[config.mk]
export PLATFORM = sky130hd
export DESIGN_NAME = cpu_tick_gen
export DESIGN_NICKNAME = d
export VERILOG_FILES = /design/src/rtl/cpu_tick_gen.sv
export SDC_FILE = /design/constraint.sdc
export NUM_CORES = 1
export LEC_CHECK = 0
export CAP_MARGIN = 20
export CORE_MARGIN = 4
export CORE_UTILIZATION = 30
export DETAILED_ROUTE_END_ITERATION = 8
export PLACE_DENSITY_LB_ADDON = 0.25
export SETUP_SLACK_MARGIN = 0.05
export SYNTH_ARGS = -nofsm -noshare
export SYNTH_HDL_FRONTEND = slang
export SYNTH_SLANG_ARGS = --single-unit
[constraint.sdc]
create_clock -name i_clk -period 1.78 [get_ports i_clk]
set_input_delay 0.534 -clock i_clk [delete_from_list [all_inputs] [get_ports i_clk]]
set_output_delay 0.534 -clock i_clk [all_outputs]
set_load 0.05 [all_outputs]
[src/rtl/cpu_tick_gen.sv]
// cpu_tick_gen: divides the system clock into a one-cycle CPU enable strobe.
// Single-step support is compiled in only when CPU_TICK_GEN_STEP_EN is defined.
module cpu_tick_gen #(
  parameter int DIV_W    = 24,
  parameter int CNT_W    = 16,
  parameter int CHANNELS = 3,
  parameter int PWM_BITS = 8
) (
  input  logic                i_clk,
  input  logic                i_rst,
  input  logic [DIV_W-1:0]    i_div_val,
  input  logic [1:0]          i_mode,
  input  logic                i_step_req,
  input  logic [PWM_BITS-1:0] i_duty,
  output logic                o_cpu_en,
  output logic [CNT_W-1:0]    o_tick_count,
  output logic [CHANNELS-1:0] o_led_n
);

  localparam logic [1:0] MODE_RUN  = 2'b01;
  localparam logic [1:0] MODE_STEP = 2'b10;

  logic [DIV_W-1:0]    r_cnt;
  logic                r_cpu_en;
  logic [CNT_W-1:0]    r_tick_count;
  logic [PWM_BITS-1:0] r_pwm;
  logic [CHANNELS-1:0] r_led_n;

  logic w_tick;
  logic w_run;
  logic w_fire;
  logic w_pwm_on;

  assign w_tick   = (r_cnt == '0);
  assign w_run    = (i_mode == MODE_RUN);
  assign w_pwm_on = (r_pwm < i_duty);

`ifdef CPU_TICK_GEN_STEP_EN
  logic r_pend;
  logic w_step;

  assign w_step = (i_mode == MODE_STEP);
  assign w_fire = w_tick & (w_run | (w_step & r_pend));

  // A new request outranks the clear so it is never lost.
  always_ff @(posedge i_clk) begin
    if (i_rst) begin
      r_pend <= 1'b0;
    end else if (!w_step) begin
      r_pend <= 1'b0;
    end else if (i_step_req) begin
      r_pend <= 1'b1;
    end else if (w_fire) begin
      r_pend <= 1'b0;
    end
  end
`else
  logic w_unused_step;

  assign w_unused_step = i_step_req;
  assign w_fire        = w_tick & w_run;
`endif

  always_ff @(posedge i_clk) begin
    if (i_rst || w_tick) begin
      r_cnt <= i_div_val;
    end else begin
      r_cnt <= r_cnt - DIV_W'(1);
    end
  end

  always_ff @(posedge i_clk) begin
    if (i_rst) begin
      r_cpu_en     <= 1'b0;
      r_tick_count <= '0;
    end else begin
      r_cpu_en <= w_fire;
      if (r_cpu_en) begin
        r_tick_count <= r_tick_count + CNT_W'(1);
      end
    end
  end

  always_ff @(posedge i_clk) begin
    if (i_rst) begin
      r_pwm   <= '0;
      r_led_n <= '1;
    end else begin
      r_pwm   <= r_pwm + PWM_BITS'(1);
      r_led_n <= ~(r_tick_count[CHANNELS-1:0] & {CHANNELS{w_pwm_on}});
    end
  end

  assign o_cpu_en     = r_cpu_en;
  assign o_tick_count = r_tick_count;
  assign o_led_n      = r_led_n;

endmodule

==> impl_results.md, run 1 <==
* Status: completed
* Hold Path Class: reg -> reg
* Top cells by area, synth: dfxtp_1 (42%), nor2_1 (8.1%), xnor2_1 (7.8%)
* Worst Tran Pin Value at 0.372 ns
* Total Routing Usage GR at 0.109
* Mapped Area at 2470 µm²
* Fin. max-slew vios at 0
* Clk buf depth at 2
* Crit. End Element: flop
* Final ANT Viol Nets at 0
* Post-route setup slack at 0.0567 ns
* GP Congestion at 0.726
* Layout area overhead at 53.2%
* Crit Path Max Fanout at 15
* Clock sinks at 52
* Yosys top cell area share at 0.421
* Maximum VDD drop at 0.325 mV
* Delay-heaviest family, CP: simple AND/OR/NAND/NOR gates
* Period minus WS final at 1.72 ns
* Critical path type: reg -> reg
* Leak pwr at approximately 1.5 nW
* Final hold vios at 0
* CP Cell Sequence: or4_4, nor3_4, a21oi_4, buf_12, nor2_1, a21oi_1
* Final Core Density at 0.480
* TritonCTS clock tree: done
* Max incr delay on CP at 0.55 ns
* Clock Latency Late Sink at 0.30 ns
* Crit Reg-Reg Endpoint: r_cnt[18]
* Die ar. at approximately 9800 µm²
* Slew Limit Headroom at 0.752
* Mapped Cells at between 200 and 300
* H-tree depth at 2
* Number of synthesized flops with an enable pin at 0
* Count leader, synth: nor2_1
* Die H at 98.8 µm
* Core Box Area at about 7900 µm²
* Final Non-Filler Cells at 456
* WP data arrival at 1.92 ns
* Reg2Reg Depth at 6
* Setup_tns at 0 ns
* Number of synthesized register bits at 52
* Clock skew at roughly 0.0058 ns
* Clock group share of total power at 0.303
* Dpl ws at -0.488 ns
* Antenna violations before repair at 0
* Placed cell count at 444
* Hold Path End: r_pwm[0]
* Sequential power share at 0.538
* Fmax achieved at about 0.58 GHz
* Hold path start: r_pwm[0]
* Total Routed Length at 5.50 mm
* Initial core utilization at 0.313
* Num ports at between 50 and 60
* Logic gate share of total power at 0.159
* Drt via density at 4.58
* Die X at 98.8 µm
* Routed vias at 2,089
* Register area share after synthesis at 0.421
* Worst Path Required at 1.98 ns
* CTS clk-pin slew, worst paths at about 0.090 ns
* Switching share of power at 0.252
* Net count, final at 402
* Final setup vio count at 0
* Inserted Diodes at 0
* Ys async rst share at 0
* GRT overflow at 0
* Syn avg cell area at 9.05 µm²
* Final standard cell area without fillers at ~3800 µm²
* Area after DPL at 3460 µm²
* Iteration-0 DRC Markers at 27
* DRC at 0
* Hold depth at 1
* R2r setup slk at 0.06 ns
* Global-route wire length before repair at between 8 and 9 mm
* Int Pwr at ~1.8 mW
* Post-synth top cells: nor2_1 (53), dfxtp_1 (52), xnor2_1 (22)
* Net Count, Synth at 321
* CP Buf/Inv Count at 1
* Worst hold slack at 0.466 ns
* Sw Pwr at between 600 and 700 µW
* Final period utilization at 0.968
* Layout cell share with drive strength beyond 1 at 0.282
* Number of CTS-inserted buffers at 5
* Yosys warns at 0
* Unique cell type count in the Yosys netlist at 39
* Reg2reg start: r_cnt[20]
* Row Count at 32
* DPL Wire Length at 3.95 mm
* Pre-Repair DR Iteration Count at 4
* Root Buffer: clkbuf_8
* Wire per inst at 12.1 µm
* Largest net degree at the start of global routing at 31
* Hold-fix buffers at CTS at 0
* Predominant post-synthesis flop cell: dfxtp_1
* Max cap viols at 0
* RSZ-0062 raised after global routing: yes
* Port bufs at 55
* Startpoint types: flop
* Slowest CP cell: or4_4
* Vias in the first global route at ~2.1k
* Total power at 2.40 mW
* PD cells at 635 nW/µm²
* Area leader, netlist: dfxtp_1
## cells in the final DEF (no fill, tap or decap), types with 3 or more instances in the layout
cell type,instances
o211ai_1,3
a21oi_2,4
buf_12,18
nor2_2,8
nor2_4,4
xnor2_1,22
nand2_1,11
dfxtp_2,6
xor2_1,18
dfxtp_1,46
nor2_1,42
a21o_1,3
nand3_1,8
nor3_4,3
nor4_1,3
nand4_1,6
nor3_2,4
nor3_1,5
ha_1,9
clkdlybuf4s50_1,33
clkbuf_8,7
and3_1,4
buf_4,25
inv_1,8
a21oi_1,17
## worst register-to-register path, cell delays in order (launching register included)
cell and delay, ns:
dfxtp_2 0.33, or4_4 0.55, nor3_4 0.26, a21oi_4 0.15, buf_12 0.18, nor2_1 0.11
a21oi_1 0.05
## cell type report
class,count,area (µm²)
clock buffer,7,96.3
timing repair buffer,82,976
sequential,52,1050
tap,102,128
fill,749,4100
multi-input combinational,203,1500
inverter,10,37.5
## timing repair
action,4_1_cts,5_1_grt
cloned,0,2
setup buffers,1,2
hold endpoints to repair,0,0
endpoints found under the setup margin,27,27
pin swaps,12,10
gates resized for setup,8,33
## sequential cells by signal, indices dropped and copies added, names as in the netlist
signal and cells:
o_led_n 3, o_tick_count 16, r_cnt 24, r_pwm 8
o_cpu_en 1
## routing by layer
metal	vias to the layer above	routed length, µm	GRT usage
met2	43	2700	0.196
li1	1087	-	-
met1	952	2470	0.130
met5	-	0	0
met4	0	62	0.0284
met3	7	262	0.0269
## worst max path at each step
stage / start / end / slack (ns) / cells past startpoint
floorplan: r_cnt[15] / r_cnt[10] / 0.05 / 6
global placement: i_duty[1] / o_led_n[1] / -0.48 / 8
detailed placement: i_duty[1] / o_led_n[1] / -0.49 / 8
CTS: i_duty[2] / o_led_n[1] / 0.04 / 7
global route: r_cnt[20] / r_cnt[23] / -0.02 / 6
finish: r_cnt[20] / r_cnt[18] / 0.06 / 6
## cell families (layout without fill, tap and decap cells)
logic type               after synthesis  in the layout  synth area share
AND/OR/NAND/NOR                      115            115             0.253
flip-flops                            52             52             0.421
buffers and inverters                 18             99            0.0334
AO/OA/AOI/OAI                         34             34            0.0825
XOR/XNOR                              40             40             0.142
adder cells (fa/ha/maj)               11             11            0.0557
multiplexers                           3              3            0.0127
## power by group through the flow
stage / clock [mW] / sequential [mW] / combinational (mW)
6_report: 0.727 / 1.29 / 0.382
2_1_floorplan: 0 / 1.31 / 0.176
5_1_grt: 0.807 / 1.30 / 0.424
4_1_cts: 0.746 / 1.29 / 0.340
3_5_place_dp: 0 / 1.31 / 0.330
3_3_place_gp: 0 / 1.31 / 0.324
No activity file was read; power rests on OpenSTA's default activity.
==> run 2: changes to the inputs <==
Settings changed: RECOVER_POWER from default to 50.
==> impl_results.md, run 2 (synthesized netlist as in run 1, its figures left out) <==
* Pre-Repair DR Iteration Count at 4 (unchanged)
* WP data arrival at 1.92 ns (about the same)
* Slowest CP cell: or4_4
* Number of CTS-inserted buffers at 5 (unchanged)
* Antenna violations before repair at 0 (unchanged)
* Leak pwr at 1.52 nW (+1.3%)
* Iteration-0 DRC Markers at 31 (+15%)
* Clock Latency Late Sink at 0.30 ns (about the same)
* Final standard cell area without fillers at 3700 µm² (-2.3%)
* Final period utilization at 0.969 (about the same)
* Worst Path Required at 1.98 ns (about the same)
* Critical path type: reg -> reg
* Die X at 98.8 µm (unchanged)
* Port bufs at 55 (unchanged)
* Global-route wire length before repair at 8.94 mm (unchanged)
* Net count, final at 402 (unchanged)
* Setup_tns at 0 ns (unchanged)
* DRC at 0 (unchanged)
* Core Box Area at 7890 µm² (unchanged)
* Status: completed
* Clock skew at 0.00602 ns (+0.000186 ns)
* PD cells at 649 nW/µm² (+2.2%)
* Max reg flops at 24 (unchanged)
* Crit Path Max Fanout at 15 (unchanged)
* Row Count at 32 (unchanged)
* Initial core utilization at 0.313 (unchanged)
* Most frequent cells in the layout: dfxtp_1 (48), nor2_1 (42), clkdlybuf4s50_1 (32), xnor2_1 (22), buf_4 (20)
* Area after DPL at 3460 µm² (unchanged)
* Vias in the first global route at 2,098 (unchanged)
* Final hold vios at 0 (unchanged)
* Period minus WS final at 1.72 ns (+0.00102 ns)
* Largest net degree at the start of global routing at 31 (unchanged)
* Fin. max-slew vios at 0 (unchanged)
* Total power at 2.40 mW (-0.10%)
* DPL Wire Length at 3.95 mm (unchanged)
* CTS clk-pin slew, worst paths at 0.09 ns (about the same)
* Routed vias at 2,092 (+0.14%)
* GRT overflow at 0 (unchanged)
* Clk buf depth at 2 (unchanged)
* Final setup vio count at 0 (unchanged)
* Die H at 98.8 µm (unchanged)
* Total Routed Length at 5.53 mm (+0.40%)
* RSZ-0062 raised after global routing: yes
* Fmax achieved at 0.580 GHz (about the same)
* Die ar. at 9750 µm² (unchanged)
* TritonCTS clock tree: done
* Final ANT Viol Nets at 0 (unchanged)
* Reg with most FFs: r_cnt
* Slew Limit Headroom at 0.607 (-0.145)
* Startpoint types: flop
* Maximum VDD drop at 0.325 mV (about the same)
* Hold-fix buffers at CTS at 0 (unchanged)
* Inserted Diodes at 0 (unchanged)
* CP Buf/Inv Count at 1 (unchanged)
* Max cap viols at 0 (unchanged)
* GP Congestion at 0.726 (unchanged)
* Clock sinks at 52 (unchanged)
* Total Routing Usage GR at 0.109 (unchanged)
* Worst Tran Pin Value at 0.593 ns (+0.221 ns)
* Crit. End Element: flop
* Num ports at 57 (unchanged)
* Root Buffer: clkbuf_8
* Layout area overhead at 49.7%
* H-tree depth at 2 (unchanged)
* Delay-heaviest family, CP: simple AND/OR/NAND/NOR gates
* Hold Path Class: reg -> reg
* Wire per inst at 12.1 µm (+0.40%)
* Max incr delay on CP at 0.55 ns (about the same)
* CP Cell Sequence: or4_4, nor3_4, a21oi_4, buf_12, nor2_1, a21oi_1
* Drt via density at 4.59 (+0.14%)
* Layout cell share with drive strength beyond 1 at 0.260 (-0.0226)
* Most common cell after layout, fill and taps aside: dfxtp_1
[run 2: repair_timing]
action | 4_1_cts | 5_1_grt
pin swaps | 12 | 10
setup buffers | 1 | 2
resized for setup | 8 | 33
setup endpoints to repair | 27 | 27
gates cloned | 0 | 2
[run 2: final timing paths]
path	cells past startpoint	slack, ns	from	to
hold / removal	1	0.46	r_pwm[0]	r_pwm[0]
setup reg to reg	6	0.06	r_cnt[20]	r_cnt[18]
setup / recovery	6	0.06	r_cnt[20]	r_cnt[18]
hold reg to reg	1	0.46	r_pwm[0]	r_pwm[0]
[run 2: final cells by class]
| cell class | instances | area (µm²) |
|---|---|---|
| Inverter | 10 | 37.5 |
| Fill cell | 765 | 4190 |
| Tap cell | 102 | 128 |
| Clock buffer | 7 | 96.3 |
| Timing Repair Buffer | 82 | 892 |
| Multi-Input combinational cell | 203 | 1500 |
| Sequential cell | 52 | 1050 |
[run 2: where the power goes]
part	switching (mW)	leakage (nW)	internal (mW)
registers	0.0640	0.429	1.23
logic	0.162	1.04	0.219
clock network	0.380	0.0503	0.347
total	0.605	1.52	1.80
[run 2: metal layers]
layer,track usage,share of wire,vias up
li1,-,-,1089
met1,0.130,0.46,953
met2,0.196,0.49,43
met3,0.0269,0.042,7
met4,0.0284,0.011,0
met5,0,0,-
[run 2: per-stage QoR]
stage | cells | hold WS (ns) | util | setup WS (ns)
finish | 456 | 0.463 | 0.469 | 0.0557
global placement | 444 | 0.442 | 0.438 | -0.482
floorplan | 273 | 0.421 | - | 0.0532
global route | 456 | 0.524 | 0.469 | -0.0168
CTS | 452 | 0.472 | 0.457 | 0.0393
detailed placement | 444 | 0.450 | 0.438 | -0.488
